`config.mk`:
```
export PLATFORM = sky130hd
export DESIGN_NAME = mult_seq_n
export DESIGN_NICKNAME = d
export VERILOG_FILES = /design/src/rtl/mult_seq_n.sv
export SDC_FILE = /design/constraint.sdc
export NUM_CORES = 1
export LEC_CHECK = 0
export CORE_MARGIN = 2
export CORE_UTILIZATION = 55
export DETAILED_ROUTE_END_ITERATION = 10
export GPL_ROUTABILITY_DRIVEN = 0
export GPL_TIMING_DRIVEN = 0
export PLACE_DENSITY = 0.89
export SLEW_MARGIN = 20
export SYNTH_ARGS = -nofsm -noshare
export SYNTH_HDL_FRONTEND = slang
export SYNTH_SLANG_ARGS = --single-unit
```
`constraint.sdc`:
```
create_clock -name clk -period 3.7 [get_ports clk]
set_input_delay 1.11 -clock clk [delete_from_list [all_inputs] [get_ports clk]]
set_output_delay 1.11 -clock clk [all_outputs]
set_load 0.02 [all_outputs]
```
`src/rtl/mult_seq_n.sv`:
```
// mult_seq_n: sequential shift-add multiplier, one multiplier bit retired per clock.
// Supports unsigned and two's complement operands. Signed operands are converted to
// magnitudes on start, multiplied unsigned, and the product is negated in a final FIX
// cycle when the operand signs differ. Latency is fixed at WIDTH+1 cycles after the
// sampling edge.
//
// Ports:
//   clk          rising-edge clock
//   reset_n      asynchronous active-low reset
//   start        request a multiply (accepted only when idle or done)
//   signed_op    1 = two's complement operands/product, 0 = unsigned
//   multiplicand operand A, sampled with start
//   multiplier   operand B, sampled with start
//   busy         high while the operation is in progress (RUN, FIX)
//   ready        high while the product is valid (DONE)
//   product      2*WIDTH-bit result register
//   count        iterations completed in the current operation

module mult_seq_n #(
    parameter int unsigned WIDTH = 16,
    parameter int unsigned CW    = $clog2(WIDTH + 1)
) (
    input  logic               clk,
    input  logic               reset_n,
    input  logic               start,
    input  logic               signed_op,
    input  logic [WIDTH-1:0]   multiplicand,
    input  logic [WIDTH-1:0]   multiplier,
    output logic               busy,
    output logic               ready,
    output logic [2*WIDTH-1:0] product,
    output logic [CW-1:0]      count
);

    typedef enum logic [1:0] {
        StIdle,
        StRun,
        StFix,
        StDone
    } state_e;

    state_e               state_q, state_d;
    logic [WIDTH-1:0]     mcand_q, mcand_d;
    logic                 neg_q, neg_d;
    logic [2*WIDTH-1:0]   product_q, product_d;
    logic [CW-1:0]        count_q, count_d;

    logic [WIDTH-1:0]     mag_a;
    logic [WIDTH-1:0]     mag_b;
    logic [WIDTH:0]       sum;
    logic [CW-1:0]        count_inc;

    // Operand magnitudes; the magnitude of the most negative value still fits unsigned.
    always_comb begin
        mag_a = (signed_op && multiplicand[WIDTH-1]) ? -multiplicand : multiplicand;
        mag_b = (signed_op && multiplier[WIDTH-1])   ? -multiplier   : multiplier;
    end

    // Partial-product add keeps the carry so the shift can bring it into the top bit.
    always_comb begin
        if (product_q[0]) begin
            sum = {1'b0, product_q[2*WIDTH-1:WIDTH]} + {1'b0, mcand_q};
        end else begin
            sum = {1'b0, product_q[2*WIDTH-1:WIDTH]};
        end
        count_inc = count_q + CW'(1);
    end

    always_comb begin
        state_d   = state_q;
        mcand_d   = mcand_q;
        neg_d     = neg_q;
        product_d = product_q;
        count_d   = count_q;

        case (state_q)
            StIdle, StDone: begin
                if (start) begin
                    mcand_d   = mag_a;
                    product_d = {{WIDTH{1'b0}}, mag_b};
                    neg_d     = signed_op & (multiplicand[WIDTH-1] ^ multiplier[WIDTH-1]);
                    count_d   = '0;
                    state_d   = StRun;
                end
            end
            StRun: begin
                product_d = {sum, product_q[WIDTH-1:1]};
                count_d   = count_inc;
                if (count_inc == CW'(WIDTH)) begin
                    state_d = StFix;
                end
            end
            StFix: begin
                if (neg_q) begin
                    product_d = -product_q;
                end
                state_d = StDone;
            end
            default: begin
                state_d = StIdle;
            end
        endcase
    end

    always_ff @(posedge clk or negedge reset_n) begin
        if (!reset_n) begin
            state_q   <= StIdle;
            mcand_q   <= '0;
            neg_q     <= 1'b0;
            product_q <= '0;
            count_q   <= '0;
        end else begin
            state_q   <= state_d;
            mcand_q   <= mcand_d;
            neg_q     <= neg_d;
            product_q <= product_d;
            count_q   <= count_d;
        end
    end

    assign busy    = (state_q == StRun) || (state_q == StFix);
    assign ready   = (state_q == StDone);
    assign product = product_q;
    assign count   = count_q;

endmodule

```
Word-level counts from Yosys, hierarchy flattened
Cells that the tools add are included.

Register bits: 56. Latch bits: 0. RAM bits: 0. Bits in read-only memories: 0. Input port bits: 36. Output and inout bits: 39. Logic and storage cells: 40. Memories kept: 0.

Add/sub/neg operators: 5. Multiply operators: 0. Div/mod/pow operators: 0. Magnitude comparators: 0. Eq/ne operators: 7. Shifts and indexed selects: 0. Muxes and demuxes: 11. Bitwise logic cells: 2. Reductions and logical operators: 10.

Operator list (count): $pmux 32 s3 (1); $mux 32 (2); $mux 16 (2); $neg 16->16 (2); $neg 32->32 (1); $add 16x16->17 (1); $mux 17 (1); $pmux 5 s2 (1); $reduce_and 2->1 (4); $ne 2x2->1 const B (3); $pmux 2 s3 (1); $add 5x1->5 const B (1); $eq 5x5->1 const B (1); $mux 5 (1); $eq 2x2->1 const B (2); $mux 2 (2); $eq 2x1->1 const B (1); $logic_and 1x1->1 (2); $logic_not 2->1 (1); $reduce_bool 2->1 (1); $reduce_or 2->1 (1); $and 1x1->1 (1); $logic_or 1x1->1 (1); $xor 1x1->1 (1).

Logic depth before layout (Yosys ltp)
Depth after elaboration: 4. Depth in mapped cells: 10. Depth with buffers taken out: 8.

Least setup slack after synthesis
OpenSTA, ideal clock, no wires.

Kind: register -> register. Start: reg product_q[0] (netlist: product[0]). End: reg product_q[24] (netlist: product[24]). Library setup time: 0.124 ns. Arrival time: 2.916 ns. Required time: 3.576 ns. Path slack: 0.660 ns. Cell stages (with the launch flop): 10. Path buffers: 1. Period minus slack after synthesis: 3.040 ns. Path through: dfrtp_1 > inv_1 > ha_1 > or4b_4 > or4_1 > buf_2 > or2_4 > or3_1 > a22o_1 > a211o_1.

Word-level cells in the longest chain between the ends: 3. Elaborated cells between the ends (all ways): 4. Classes of those cells: add/sub: 1; mux: 3.

RTL lines: start, declared (line 45) `logic [2*WIDTH-1:0] product_q, product_d;`; start signal, assigned (line 116) `product_q <= product_d;`; $neg 32->32 (line 95) `product_d = -product_q;`; $mux 32 (line 94) `if (neg_q) begin`; $pmux 32 s3 (*) (line 76) `case (state_q)`.

Every way passes the cells marked *; elsewhere a longest branch is shown, timed or not. The select of a mux whose other input is x is not followed. A chain may end at the register's enable or synchronous reset.

Final worst setup path
Start: reg state_q[0]. End: out busy.

Word-level cells in the longest chain between the ends: 2. Elaborated cells between the ends (all ways): 3. Classes of those cells: eq/ne: 2; reduce/logical: 1.

RTL lines: start, declared (line 42) `state_e state_q, state_d;`; start signal, assigned (line 107) `state_q <= StIdle;`; start signal, assigned (line 113) `state_q <= state_d;`; $eq 2x1->1 / $eq 2x2->1 (equally long branches) (line 121) `assign busy = (state_q == StRun) || (state_q == StFix);`; $logic_or 1x1->1 (*) (line 121); end, declared (line 29) `output logic busy,`.

Every way passes the cells marked *; elsewhere a longest branch is shown, timed or not.

==> metrics.md <==
| Metric | Value |
|---|---|
| Die W | `approximately 95 um` |
| DP HPWL | `9830 um` |
| Max-cap violation count | `0` |
| Setup bufs post-CTS | `0` |
| WL per Instance | `17.8 um` |
| Synth warn | `0` |
| Initial Util | `56.2%` |
| Least-Margin Pin Slew | `between 0.8 and 0.9 ns` |
| Int Power | `2.31 mW` |
| Largest net degree at the start of global routing | `between 50 and 60` |
| Crit path arrival time | `~2.4 ns` |
| Htree depth | `2` |
| Max clock buf depth | `2` |
| Residual DRC | `0` |
| CTS buffer count | `5` |
| Crit end category | `primary output` |
| Clk slew on worst S/H paths | `0.11 ns` |
| Clock Sinks | `56` |
| TritonCTS clock tree | `built` |
| FMAX | `about 0.28 GHz` |
| Slew headroom | `a little over two fifths` |
| Dominant cell by count in the synthesized netlist | `o21ai_0` |
| Final setup viols | `0` |
| Clock power frac | `~9%` |
| Port Buffers | `between 70 and 80` |
| Area grow syn2layout | `21.6%` |
| Slew Viols, Final | `0` |
| Post-synth cell types | `64` |
| Routed vias/inst | `between 6 and 7` |
| Slowest cell on crit path | `clkdlybuf4s50_1` |
| Switching pwr | `roughly 2.4 mW` |
| CP Data Required Time | `roughly 2.6 ns` |
| WL met2 | `approximately 6500 um` |
| WL met3 | `approximately 950 um` |
| Post-synth EDFFs | `0` |
| Cell Chain, Critical Path | `inv_1 > ha_1 > clkbuf_2 > clkinv_1 > clkdlybuf4s50_1` |
| Leak | `2.34 nW` |
| Status | `completed` |
| Crit start category | `flip-flop` |
| Vias | `4923` |
| Routed WL | `13400 um` |
| Synth Net Count | `625` |
| Clk_skew | `between 0.006 and 0.007 ns` |
| GRT Total Usage | `30.4%` |
| Syn Area/Cell | `between 8 and 9 um^2` |
| Logic pwr share | `between 60 and 70%` |
| Hold Buf Count CTS | `0` |
| Async set or reset register ratio after synthesis | `100%` |
| Antenna Nets Post-Route | `0` |
| CTS Root Cell | `clkbuf_8` |
| Placeable Area | `8130 um^2` |
| Sequential share of power | `between 20% and 30%` |
| Share of the synthesized area in the top cell type | `a little under a third` |
| Chip height | `95.2 um` |
| Seq cells post-synth | `56` |
| WHS | `between 0.5 and 0.6 ns` |
| Uppermost layer routed | `met4` |
| Synth cell count leaders | `71 x o21ai_0, 63 x nand2_1, 56 x dfrtp_1` |
| PostCTS Resize Cnt | `1` |
| VDD IR max | `roughly 0.35 mV` |
| Nets | `706` |
| PwrDens | `about 850 nW/um^2` |
| Initial DRC count | `~540` |
| Power, Total | `4.73 mW` |
| First-pass GRT wire length | `~22000 um` |
| Filler Cells Inserted | `about 610` |
| Synth Flop Type | `dfrtp_1` |
| Overflow after GRT | `0` |
| Vias in the first global route | `between 4k and 5k` |
| Ant diodes | `0` |
| Seq/Total Area, Yosys | `30.7%` |
| Sw Ratio | `about half` |
| Period utilization | `between 90% and 100%` |
| Worst path max stage delay | `a little over 0.6 ns` |
| Fin crit period | `between 3 and 4 ns` |
| IO Pins | `75` |
| Antenna violations before repair | `0` |
| Leading area contributor after synthesis | `dfrtp_1` |
| Largest cells by area after synthesis | `dfrtp_1 31%, o21ai_0 7.8%, ha_1 6.6%` |
| Worst-Skew Late Latency | `0.32 ns` |
| Hold WC Path Type | `reg -> reg` |
| Crit Path Class | `reg -> out` |
| Layout cell share with drive strength beyond 1 | `about 3.9%` |
| RSZ-0062 raised after global routing | `no` |
| Synthesized instance count | `between 500 and 600` |
| Mapped Area | `about 4600 um^2` |
| DR pass1 iterations | `5` |
| Final hold vios | `0` |
| Routed metal-1 wire length | `approximately 5600 um` |
| Setup TNS Final | `0 ns` |
| CP max FO | `10` |
| Row cnt | `33` |
| Die ar. | `just over 9000 um^2` |
[registers in the layout, summed over array words and instances, names as in the netlist]
register  flops
state_q       2
product      32
count         5
neg_q         1
mcand_q      16
[power by group through the flow]
stage | Clock (mW) | Combinational, mW | Sequential, mW
after detailed placement | 0 | 2.93 | 1.26
after floorplan | 0 | 1.84 | 1.34
final | 0.434 | 3.02 | 1.28
after global routing | 0.457 | 3.32 | 1.31
after CTS | 0.426 | 2.96 | 1.25
after global placement | 0 | 2.82 | 1.25
[per-stage QoR]
stage               worst slack, ns  instances  utilization [%]  area (um^2)
floorplan                     0.660        564                -         4570
global placement             -0.241        743             66.9         5440
detailed placement           0.0402        743             66.9         5440
CTS                           0.208        751             68.3         5560
global route                 0.0512        751             68.3         5560
finish                        0.183        751             68.3         5560
[final timing paths]
path / slack (ns) / end / cells past startpoint / startpoint
max in group asynchronous: 2.41 / product[20] / 1 / reset_n
max reg2reg: 0.37 / product[28] / 9 / product[0]
min reg2reg: 0.51 / mcand_q[14] / 2 / mcand_q[14]
max: 0.18 / busy / 5 / state_q[0]
min in group asynchronous: 0.83 / count[0] / 1 / reset_n
min: 0.51 / mcand_q[14] / 2 / mcand_q[14]
[cells by family (layout without fill, tap and decap cells)]
logic type	count (synthesis)	count (layout)	synth area share, %
adder cells (fa/ha/maj)	25	25	7.01
XOR/XNOR	42	42	8.05
AND/OR/NAND/NOR	199	199	21.7
flip-flops	56	56	30.7
buffers and inverters	41	123	3.39
multiplexers	10	10	2.27
AO/OA/AOI/OAI	191	191	26.9
[layer usage]
layer  global-route usage (%)  vias to the layer above
met2                     52.1                      263
met3                     4.27                       47
met1                     39.1                     2335
li1                         -                     2278
met5                        0                        -
met4                     11.4                        0
[worst max-delay path, delay by kind of cell, from the launching register on]
kind       cells  cell delay, ns
buf+inv        4            1.28
flops          1            0.44
fa+ha+maj      1            0.37
[cell type report]
type	count	area (um^2)	share of cell area [%]
Inverter	18	67.6	1.22
Buffer	23	88.8	1.60
Tap cell	105	131	2.36
Clock buffer	5	68.8	1.24
Sequential cell	56	1400	25.2
Clock inverter	3	46.3	0.833
Multi-Input combinational cell	467	3010	54.2
Timing Repair Buffer	74	738	13.3
[layout by cell type (no fill, tap or decap), types with 9 or more instances in the layout]
| cell | netlist | layout |
|---|---|---|
| a21oi_1 | 31 | 31 |
| clkbuf_1 | 22 | 21 |
| clkdlybuf4s50_1 | 0 | 73 |
| dfrtp_1 | 56 | 56 |
| ha_1 | 24 | 24 |
| inv_1 | 17 | 17 |
| nand2_1 | 63 | 63 |
| nor2_1 | 48 | 48 |
| nor3_1 | 16 | 16 |
| o21ai_0 | 71 | 71 |
| or3_1 | 10 | 10 |
| or4_1 | 9 | 9 |
| xnor2_1 | 22 | 22 |
| xor2_1 | 20 | 20 |
(Power assumes the default switching activity.)
